## src/rtl/layer_compositor_pipe_if.sv

```systemverilog
// ---------------------------------------------------------------------------
// layer_compositor_pipe_if
// Bus between the layer pattern generators / frame control (master side) and
// the layer compositor (slave side).
//   Master -> slave : pix_valid_in, sof, layer_req, layer_pix, key_color,
//                     key_en_rt, bg_color
//   Slave -> master : pix_valid_out, red, green, blue, sel_idx, sel_none,
//                     conflict_cnt
// layer_pix packs {r,g,b} per layer, layer i at [(i+1)*3*CW-1 : i*3*CW].
// ---------------------------------------------------------------------------
interface layer_compositor_pipe_if #(
    parameter int NUM_LAYERS = 6,
    parameter int CW         = 8,
    parameter int IDXW       = $clog2(NUM_LAYERS)
);
    logic                       pix_valid_in;
    logic                       sof;
    logic [NUM_LAYERS-1:0]      layer_req;
    logic [NUM_LAYERS*3*CW-1:0] layer_pix;
    logic [3*CW-1:0]            key_color;
    logic                       key_en_rt;
    logic [3*CW-1:0]            bg_color;

    logic                       pix_valid_out;
    logic [CW-1:0]              red;
    logic [CW-1:0]              green;
    logic [CW-1:0]              blue;
    logic [IDXW-1:0]            sel_idx;
    logic                       sel_none;
    logic [15:0]                conflict_cnt;

    modport master (
        output pix_valid_in, sof, layer_req, layer_pix, key_color, key_en_rt, bg_color,
        input  pix_valid_out, red, green, blue, sel_idx, sel_none, conflict_cnt
    );

    modport slave (
        input  pix_valid_in, sof, layer_req, layer_pix, key_color, key_en_rt, bg_color,
        output pix_valid_out, red, green, blue, sel_idx, sel_none, conflict_cnt
    );
endinterface

```

## src/rtl/layer_compositor_pipe.sv

```systemverilog
// ---------------------------------------------------------------------------
// layer_compositor_pipe
// Two-stage pixel compositor: per pixel, picks the lowest-index layer that
// requests the pixel and is not colour-keyed out; emits bg_color otherwise.
// Also counts, per frame, the pixels where two or more layers were eligible.
//   clk  : system clock
//   rst  : synchronous active-high reset
//   bus  : layer_compositor_pipe_if.slave (pixel inputs, composited output,
//          selected index, background flag, previous-frame conflict count)
// Latency 2 clk, 1 pixel/clk, no backpressure.
// ---------------------------------------------------------------------------

// Per-layer colour-key comparator (one instance per layer).
module layer_key_cmp #(
    parameter int PW = 24
) (
    input  logic [PW-1:0] pix,
    input  logic [PW-1:0] key,
    input  logic          en,
    output logic          hit
);
    assign hit = en && (pix == key);
endmodule

module layer_compositor_pipe #(
    parameter int NUM_LAYERS = 6,
    parameter int CW         = 8,
    parameter int KEY_EN     = 1,
    parameter int IDXW       = $clog2(NUM_LAYERS)
) (
    input  logic                    clk,
    input  logic                    rst,
    layer_compositor_pipe_if.slave  bus
);
    localparam int PW     = 3 * CW;
    localparam int STAGES = 2;

    // ---------------- stage 1: eligibility + priority pick ----------------
    logic [NUM_LAYERS-1:0][PW-1:0] layerPix;
    logic [NUM_LAYERS-1:0]         keyHit;
    logic [NUM_LAYERS-1:0]         elig;
    logic                          keyOn;

    assign layerPix = bus.layer_pix;
    // With KEY_EN=0 this is constant 0 and the comparators fold away.
    assign keyOn    = (KEY_EN != 0) && bus.key_en_rt;

    genvar g;
    generate
        for (g = 0; g < NUM_LAYERS; g++) begin : gLane
            layer_key_cmp #(.PW(PW)) uKeyCmp (
                .pix (layerPix[g]),
                .key (bus.key_color),
                .en  (keyOn),
                .hit (keyHit[g])
            );
        end
    endgenerate

    assign elig = bus.layer_req & ~keyHit;

    logic [PW-1:0]   winPix;
    logic [IDXW-1:0] winIdx;
    logic            noneC;
    logic            multiC;

    // Scan from the lowest priority upward so the last hit (lowest index)
    // wins. Background is folded in here so stage 1 captures bg_color
    // together with the rest of the pixel's inputs.
    always_comb begin
        winPix = bus.bg_color;
        winIdx = '0;
        for (int i = NUM_LAYERS - 1; i >= 0; i--) begin
            if (elig[i]) begin
                winPix = layerPix[i];
                winIdx = IDXW'(i);
            end
        end
        noneC  = ~|elig;
        // Clearing the lowest set bit leaves something iff >=2 bits were set.
        multiC = |(elig & (elig - NUM_LAYERS'(1)));
    end

    logic [STAGES:1] vldPipe;
    logic [PW-1:0]   s1Pix;
    logic [IDXW-1:0] s1Idx;
    logic            s1None;
    logic            s1Multi;
    logic            s1Sof;

    always_ff @(posedge clk) begin
        if (rst) begin
            vldPipe <= '0;
            s1Pix   <= '0;
            s1Idx   <= '0;
            s1None  <= 1'b1;
            s1Multi <= 1'b0;
            s1Sof   <= 1'b0;
        end else begin
            vldPipe <= {vldPipe[STAGES-1:1], bus.pix_valid_in};
            if (bus.pix_valid_in) begin
                s1Pix   <= winPix;
                s1Idx   <= winIdx;
                s1None  <= noneC;
                s1Multi <= multiC;
                s1Sof   <= bus.sof;
            end
        end
    end

    // ---------------- stage 2: output registers ----------------
    logic [PW-1:0]   outRgb;
    logic [IDXW-1:0] outIdx;
    logic            outNone;

    always_ff @(posedge clk) begin
        if (rst) begin
            outRgb  <= '0;
            outIdx  <= '0;
            outNone <= 1'b1;
        end else if (vldPipe[1]) begin
            outRgb  <= s1Pix;
            outIdx  <= s1Idx;
            outNone <= s1None;
        end
    end

    // ---------------- per-frame conflict counter ----------------
    // Driven from stage 1 so the reported total lands on the same edge that
    // the sof pixel reaches the outputs.
    logic [15:0] runCnt;
    logic [15:0] confCnt;

    always_ff @(posedge clk) begin
        if (rst) begin
            runCnt  <= '0;
            confCnt <= '0;
        end else if (vldPipe[1]) begin
            if (s1Sof) begin
                confCnt <= runCnt;
                runCnt  <= {15'd0, s1Multi};  // sof pixel belongs to the new frame
            end else if (s1Multi && runCnt != 16'hFFFF) begin
                runCnt  <= runCnt + 16'd1;
            end
        end
    end

    assign bus.pix_valid_out = vldPipe[STAGES];
    assign bus.red           = outRgb[3*CW-1:2*CW];
    assign bus.green         = outRgb[2*CW-1:CW];
    assign bus.blue          = outRgb[CW-1:0];
    assign bus.sel_idx       = outIdx;
    assign bus.sel_none      = outNone;
    assign bus.conflict_cnt  = confCnt;

endmodule
```

## src/flat_wrapper.sv

```systemverilog
// flat-port wrapper written by rule: the top's interface ports become plain ports
module layer_compositor_pipe_flat 
#(
    parameter int NUM_LAYERS = 6,
    parameter int CW         = 8,
    parameter int KEY_EN     = 1,
    parameter int IDXW       = $clog2(NUM_LAYERS)
)
  (clk, rst, bus_pix_valid_in, bus_sof, bus_layer_req, bus_layer_pix, bus_key_color, bus_key_en_rt, bus_bg_color, bus_pix_valid_out, bus_red, bus_green, bus_blue, bus_sel_idx, bus_sel_none, bus_conflict_cnt);
  layer_compositor_pipe_if #(.NUM_LAYERS(NUM_LAYERS), .CW(CW), .IDXW(IDXW)) bus_i ();
  input  logic clk;
  input  logic rst;
  input wire logic [$bits(bus_i.pix_valid_in)-1:0] bus_pix_valid_in;
  input wire logic [$bits(bus_i.sof)-1:0] bus_sof;
  input wire logic [$bits(bus_i.layer_req)-1:0] bus_layer_req;
  input wire logic [$bits(bus_i.layer_pix)-1:0] bus_layer_pix;
  input wire logic [$bits(bus_i.key_color)-1:0] bus_key_color;
  input wire logic [$bits(bus_i.key_en_rt)-1:0] bus_key_en_rt;
  input wire logic [$bits(bus_i.bg_color)-1:0] bus_bg_color;
  output wire logic [$bits(bus_i.pix_valid_out)-1:0] bus_pix_valid_out;
  output wire logic [$bits(bus_i.red)-1:0] bus_red;
  output wire logic [$bits(bus_i.green)-1:0] bus_green;
  output wire logic [$bits(bus_i.blue)-1:0] bus_blue;
  output wire logic [$bits(bus_i.sel_idx)-1:0] bus_sel_idx;
  output wire logic [$bits(bus_i.sel_none)-1:0] bus_sel_none;
  output wire logic [$bits(bus_i.conflict_cnt)-1:0] bus_conflict_cnt;
  assign bus_i.pix_valid_in = bus_pix_valid_in;
  assign bus_i.sof = bus_sof;
  assign bus_i.layer_req = bus_layer_req;
  assign bus_i.layer_pix = bus_layer_pix;
  assign bus_i.key_color = bus_key_color;
  assign bus_i.key_en_rt = bus_key_en_rt;
  assign bus_i.bg_color = bus_bg_color;
  assign bus_pix_valid_out = bus_i.pix_valid_out;
  assign bus_red = bus_i.red;
  assign bus_green = bus_i.green;
  assign bus_blue = bus_i.blue;
  assign bus_sel_idx = bus_i.sel_idx;
  assign bus_sel_none = bus_i.sel_none;
  assign bus_conflict_cnt = bus_i.conflict_cnt;
  layer_compositor_pipe #(.NUM_LAYERS(NUM_LAYERS), .CW(CW), .KEY_EN(KEY_EN), .IDXW(IDXW)) u_core (.clk(clk), .rst(rst), .bus(bus_i));
endmodule
```

## config.mk

```make
export PLATFORM = sky130hd
export DESIGN_NAME = layer_compositor_pipe_flat
export DESIGN_NICKNAME = d
export VERILOG_FILES = /design/src/rtl/layer_compositor_pipe_if.sv /design/src/rtl/layer_compositor_pipe.sv /design/src/flat_wrapper.sv
export SDC_FILE = /design/constraint.sdc
export NUM_CORES = 1
export LEC_CHECK = 0
export ABC_AREA = 0
export BUFFER_PORTS_ARGS = -buffer_cell sky130_fd_sc_hd__buf_2
export CORE_UTILIZATION = 40
export DETAILED_ROUTE_END_ITERATION = 8
export HOLD_SLACK_MARGIN = 0.15
export PLACE_DENSITY = 0.7
export SYNTH_ARGS = -nofsm -noshare
export SYNTH_HDL_FRONTEND = slang
export SYNTH_HIERARCHICAL = 1
export SYNTH_SLANG_ARGS = --single-unit
```

## constraint.sdc

```tcl
create_clock -name clk -period 6.3 [get_ports clk]
set_input_delay 1.575 -clock clk [delete_from_list [all_inputs] [get_ports clk]]
set_output_delay 1.575 -clock clk [all_outputs]
set_load 0.01 [all_outputs]
```

==> metrics.cfg, run 1 <==
[synthesis]
synth_cells=819
yosysTopAreaCellShare_pct=28.54
synth_area_sq_um=6454
synth_edf_count=0
ys.warnings.count=6
synthDistinctLibCells=45
async_flop_share_pct=0
yosys-top-cells-area=dfxtp_1 (29%), xor2_1 (14%), xnor2_1 (7.6%)
synth_top_cell_by_area=dfxtp_1
synth_flop_cell=dfxtp_1
post_synth.cell_area_avg_sq_um=7.880
syn-num-nets=1023
synth_seq_cells=92
synth-seq-area-share_pct=28.54

[place]
dpl.hpwl_microns=19680
pre_cts_ws_ns=1.773
io_buffers=247
place_congestion=0.9301

[timing]
hold_ws_ns=0.4508
tightest_slew_ns=0.9764
layout_min_cycle_time_ns=4.236
rsz0062_at_grt=no
slew_headroom_pct=34.91
timing.setup.tns_ns=0
slew_violations=0
clock.fmax_ghz=0.2360
finClkSkew_ns=0.005907
worst_slack_ns=2.064
setup_viol=0
hold_viol=0
period_share_pct=67.25

[floorplanning]
coreArea_sq_um=15830
num_io_pins=248
die_h_microns=129.0
start_util_pct=40.77
rows=46
dieArea_sq_um=16650
die_w_microns=129.0

[global_route]
grtUsageTotal_pct=29.44
grt_pass1_vias=6649
antenna_found_initial=13
grt_max_degree=63
grt_overflow=0
grt_pass1_wl_microns=36920

[clock_tree]
path_clk_slew_ns=0.07
cts-root-buf=clkbuf_16
htreeDepth=3
ctsResizeCount=0
post_cts_buffers=0
clock_path_buffers=2
hold_buffers=0
cts_tree=done
clock_sinks=92
insertion_delay_ns=0.34
cts_made_buffers=9

[setup_path]
crit_chain=buf_2, xor2_1, nor4_1, nand3_1, nor4_2, nand2b_1, nand2_1, or3b_2, a21oi_1
crit_path_max_incr_delay_ns=0.60
reg2reg_setup_slack_ns=3.73
critPathCaptureType=flop
cp-start-kind=primary input
cp.required_ns=6.58
worstPathArrival_ns=4.51
critPathKind=in2reg
slowest_stage=or3b_2
crit_fanout=19

[layout]
layout-drive-gt1-share_pct=28.72
area_delta_synth_final_pct=25.48
nets=1233

[drt]
post_drt_wl_per_cell_microns=19.43
via_count=7017
drtIter0Drc=580
ant_nets=0
vias_per_cell=5.569
routed_wl_microns=24480
firstDrtPassIters=5
remaining_drc_errors=0

[pwr]
peakVddDrop_v=0.0001086
p_int_uw=1030
switching_share_pct=31.55
total_power_uw=1505
power.leakage_uw=0.003325
p_clk_share_pct=34.7
powerDensity_nw_per_um2=185.9
p_comb_share_pct=23.8
p_seq_share_pct=41.5
switchingPower_uw=474.9

[hold_path]
hp-class=reg2reg

[job]
cap_violations=0

[run_status]
status=finished, final reports clean

cells in the mapped netlist (all sizes together) (5+ instances only):
cell type  instances
nor4              25
or3               15
nand2b             7
dfxtp             92
o21ai             43
a221oi            15
nor2b              6
nand4             19
nor2              73
inv                5
a211o             10
o221ai             9
nor3               8
xnor2             56
nand3             23
xor2             100
a21oi             54
nand2             98
clkbuf            40
buf               15
o221a             15
a211oi            17
a31oi             26
mux2i             28
stage by stage:
stage	cells	area [sq um]	util [%]
after floorplan	819	6454	-
after global placement	1234	7787	49.20
after detailed placement	1234	7787	49.20
after CTS	1250	8073	51.00
after global routing	1260	8098	51.16
final	1260	8098	51.16
layout by cell type, fill, tap and decap left out, types with 5 or more instances in the layout:
master,netlist,routed
buf_2,10,247
xor2_1,100,100
nand2_1,98,98
dfxtp_1,92,91
nor2_1,73,73
xnor2_1,56,56
a21oi_1,53,53
o21ai_0,42,42
mux2i_1,28,28
a31oi_1,26,26
nand3_1,23,23
nor4_1,19,19
nand4_1,18,18
a211oi_1,17,17
a221oi_1,15,15
o221a_2,15,15
or3_1,15,15
diode_2,0,10
a211o_1,10,10
clkbuf_16,0,9
o221ai_1,9,9
nor3_1,8,8
nand2b_1,7,7
buf_4,0,7
nor2b_1,6,6
nor4_2,6,6
inv_1,5,5
layout make-up:
type	instances	area, sq um
Multi-Input combinational cell	667	4367
Clock buffer	9	225.2
Timing Repair Buffer	254	1289
Inverter	5	18.77
Antenna cell	10	25.02
Clock inverter	7	60.06
Fill cell	1607	7730
Sequential cell	92	1843
Tap cell	216	270.3
final timing paths:
path,startpoint,cells past startpoint,to
min,u_core/bus.conflict_cnt[10]$_SDFFE_PP0P_,2,u_core/bus.conflict_cnt[10]$_SDFFE_PP0P_
max,bus_key_color[21],9,u_core/s1Idx[2]$_SDFFE_PP0P_
min reg2reg,u_core/bus.conflict_cnt[10]$_SDFFE_PP0P_,2,u_core/bus.conflict_cnt[10]$_SDFFE_PP0P_
max reg2reg,u_core/vldPipe[1]$_SDFF_PP0_,3,u_core/runCnt[4]$_SDFFE_PP0P_
layer usage:
layer | vias up | track usage, % | routed length, microns
met1 | 3174 | 35.85 | 9980
li1 | 3369 | - | -
met5 | - | 0 | 35
met3 | 78 | 4.955 | 1722
met4 | 6 | 17.09 | 1271
met2 | 390 | 49.13 | 11470
flip-flops by register name (all words and copies together), names as in the netlist, 2 cells and up:
signal,count
u_core/bus.conflict_cnt,16
u_core/bus.sel_idx,3
u_core/outRgb,24
u_core/vldPipe,2
u_core/s1Idx,3
u_core/runCnt,16
u_core/s1Pix,24
critical path: cells and delay by family:
family          cells  cell delay (ns)
simple gates        6             2.48
buf+inv             1             0.16
compound gates      1             0.12
xor+xnor            1             0.17
power groups by stage:
stage	registers (uW)	clock network, uW	logic, uW
after floorplan	628	0	192
after global placement	637	0	349
after detailed placement	637	0	351
after CTS	624	535	352
after global routing	626	558	387
final	624	522	359
kinds of logic (layout without fill, tap and decap cells):
kind of cell | after synthesis | in the layout | share of synthesized area [%]
AO/OA/AOI/OAI | 195 | 195 | 20.07
XOR/XNOR | 156 | 156 | 21.17
adder cells (fa/ha/maj) | 2 | 2 | 0.3489
buffers and inverters | 60 | 275 | 3.800
flip-flops | 92 | 92 | 28.54
multiplexers | 28 | 28 | 4.343
other | 0 | 10 | 0
AND/OR/NAND/NOR | 286 | 286 | 21.73
(Power assumes the default switching activity.)
==> run 2, diff against run 1 <==
PLACE_DENSITY = 0.73   (was 0.7)
clock period = 3.7 ns   (was 6.3 ns; I/O delays follow)
==> metrics.cfg, run 2 (synthesized netlist as in run 1, its figures left out) <==
[clock_tree]
post_cts_buffers=0
htreeDepth=3
cts_tree=done
clock_path_buffers=2
insertion_delay_ns=0.35
ctsResizeCount=0
hold_buffers=0
cts-root-buf=clkbuf_16
clock_sinks=92
path_clk_slew_ns=0.08
cts_made_buffers=9

[setup_path]
crit_fanout=19
crit_path_max_incr_delay_ns=0.59
cp_top_family=simple AND/OR/NAND/NOR gates
cp-start-kind=primary input
crit_chain=buf_2, xor2_1, nor4_1, nand3_1, nor4_2, nand2b_1, nand2_1, or3b_2, a21oi_1
slowest_stage=or3b_2
critPathKind=in2reg
worstPathArrival_ns=3.62
critPathCaptureType=flop
cp.required_ns=3.98
path_buf_inv=1

[floorplanning]
coreArea_sq_um=15830
dieArea_sq_um=16650
rows=46
start_util_pct=40.77
die_h_microns=129.0
die_w_microns=129.0
num_io_pins=248

[pwr]
p_seq_share_pct=39.4
switchingPower_uw=844.3
p_int_uw=1838
power.leakage_uw=0.003395
peakVddDrop_v=0.0001813
powerDensity_nw_per_um2=326.3
p_comb_share_pct=23.8
switching_share_pct=31.48
total_power_uw=2682
p_clk_share_pct=36.8

[layout]
fin_cells=1272
layout-drive-gt1-share_pct=29.41
nets=1243
final_common_cell=buf_2
final_cell_mix=buf_2 (247), xor2_1 (100), nand2_1 (98)
largestRegisters=u_core/outRgb x24, u_core/s1Pix x24
area_delta_synth_final_pct=27.36

[timing]
worst_slack_ns=0.3530
hold_ws_ns=0.4533
timing.setup.tns_ns=0
slew_headroom_pct=35.64
layout_min_cycle_time_ns=3.347
rsz0062_at_grt=no
clock.fmax_ghz=0.2988
tightest_slew_ns=0.9634
period_share_pct=90.46
hold_viol=0
finClkSkew_ns=0.01026
setup_viol=0
slew_violations=0

[drt]
drtIter0Drc=862
vias_per_cell=5.754
routed_wl_microns=25820
post_drt_wl_per_cell_microns=20.30
via_count=7319
firstDrtPassIters=6
ant_nets=0
remaining_drc_errors=0

[hold_path]
hp-class=reg2reg

[global_route]
grt_overflow=0
antenna_found_initial=11
grtUsageTotal_pct=31.29
grt_pass1_wl_microns=39010
grt_pass1_vias=6886
grt_max_degree=67

[place]
placedCellCount=1244
io_buffers=247
dpl.hpwl_microns=20850
place_congestion=1.080
pre_cts_ws_ns=0.1197

[job]
cap_violations=0

[run_status]
status=finished, final reports clean

## run 2: changes by cell type in the layout (fill, tap and decap cells not counted)
cell / previous run / this run
buf_4: 7 / 16
diode_2: 10 / 12
buf_12: 0 / 1
bufinv_16: 0 / 1
clkinv_2: 1 / 0
clkinv_4: 1 / 0
clkinvlp_4: 2 / 1
inv_6: 1 / 2
inv_8: 2 / 3
## run 2: metal layers
metal / share of wire [%] / vias up / track usage [%]
met5: 0 / - / 0
met4: 5.4 / 0 / 19.52
met3: 9.0 / 87 / 6.606
met2: 45 / 505 / 48.68
met1: 40 / 3334 / 39.63
li1: - / 3393 / -
## run 2: path summary, 6_finish.rpt
check | from | to | slack (ns) | cells past startpoint
max | bus_key_color[21] | u_core/s1Idx[2]$_SDFFE_PP0P_ | 0.35 | 9
min | u_core/bus.conflict_cnt[2]$_SDFFE_PP0P_ | u_core/bus.conflict_cnt[2]$_SDFFE_PP0P_ | 0.45 | 2
max reg2reg | u_core/s1Sof$_SDFFE_PP0P_ | u_core/runCnt[10]$_SDFFE_PP0P_ | 1.79 | 3
min reg2reg | u_core/bus.conflict_cnt[2]$_SDFFE_PP0P_ | u_core/bus.conflict_cnt[2]$_SDFFE_PP0P_ | 0.45 | 2
## run 2: tightest hold or removal path, cell delays in order, from the launching register on
cell and delay (ns):
dfxtp_1 0.31, nand2_1 0.05, a21oi_1 0.05
## run 2: power groups by stage
stage / Combinational, uW / Sequential [uW] / Clock (uW)
finish: 639 / 1060 / 986
detailed placement: 621 / 1080 / 0
floorplan: 327 / 1070 / 0
global placement: 619 / 1080 / 0
CTS: 623 / 1060 / 1000
global route: 684 / 1060 / 1050
## run 2: layout make-up
cell class / instances / area, sq um
fill: 1557 / 7609
multi-input combinational: 667 / 4367
sequential: 92 / 1843
timing repair buffer: 264 / 1376
tap: 216 / 270.3
clock buffer: 9 / 225.2
clock inverter: 7 / 88.84
antenna: 12 / 30.03
inverter: 5 / 18.77
## run 2: per-stage QoR
| step | util, % | instance area, sq um |
|---|---|---|
| detailed placement | 49.75 | 7875 |
| finish | 51.93 | 8219 |
| CTS | 51.74 | 8189 |
| global route | 51.91 | 8217 |
| global placement | 49.75 | 7875 |
| floorplan | - | 6454 |
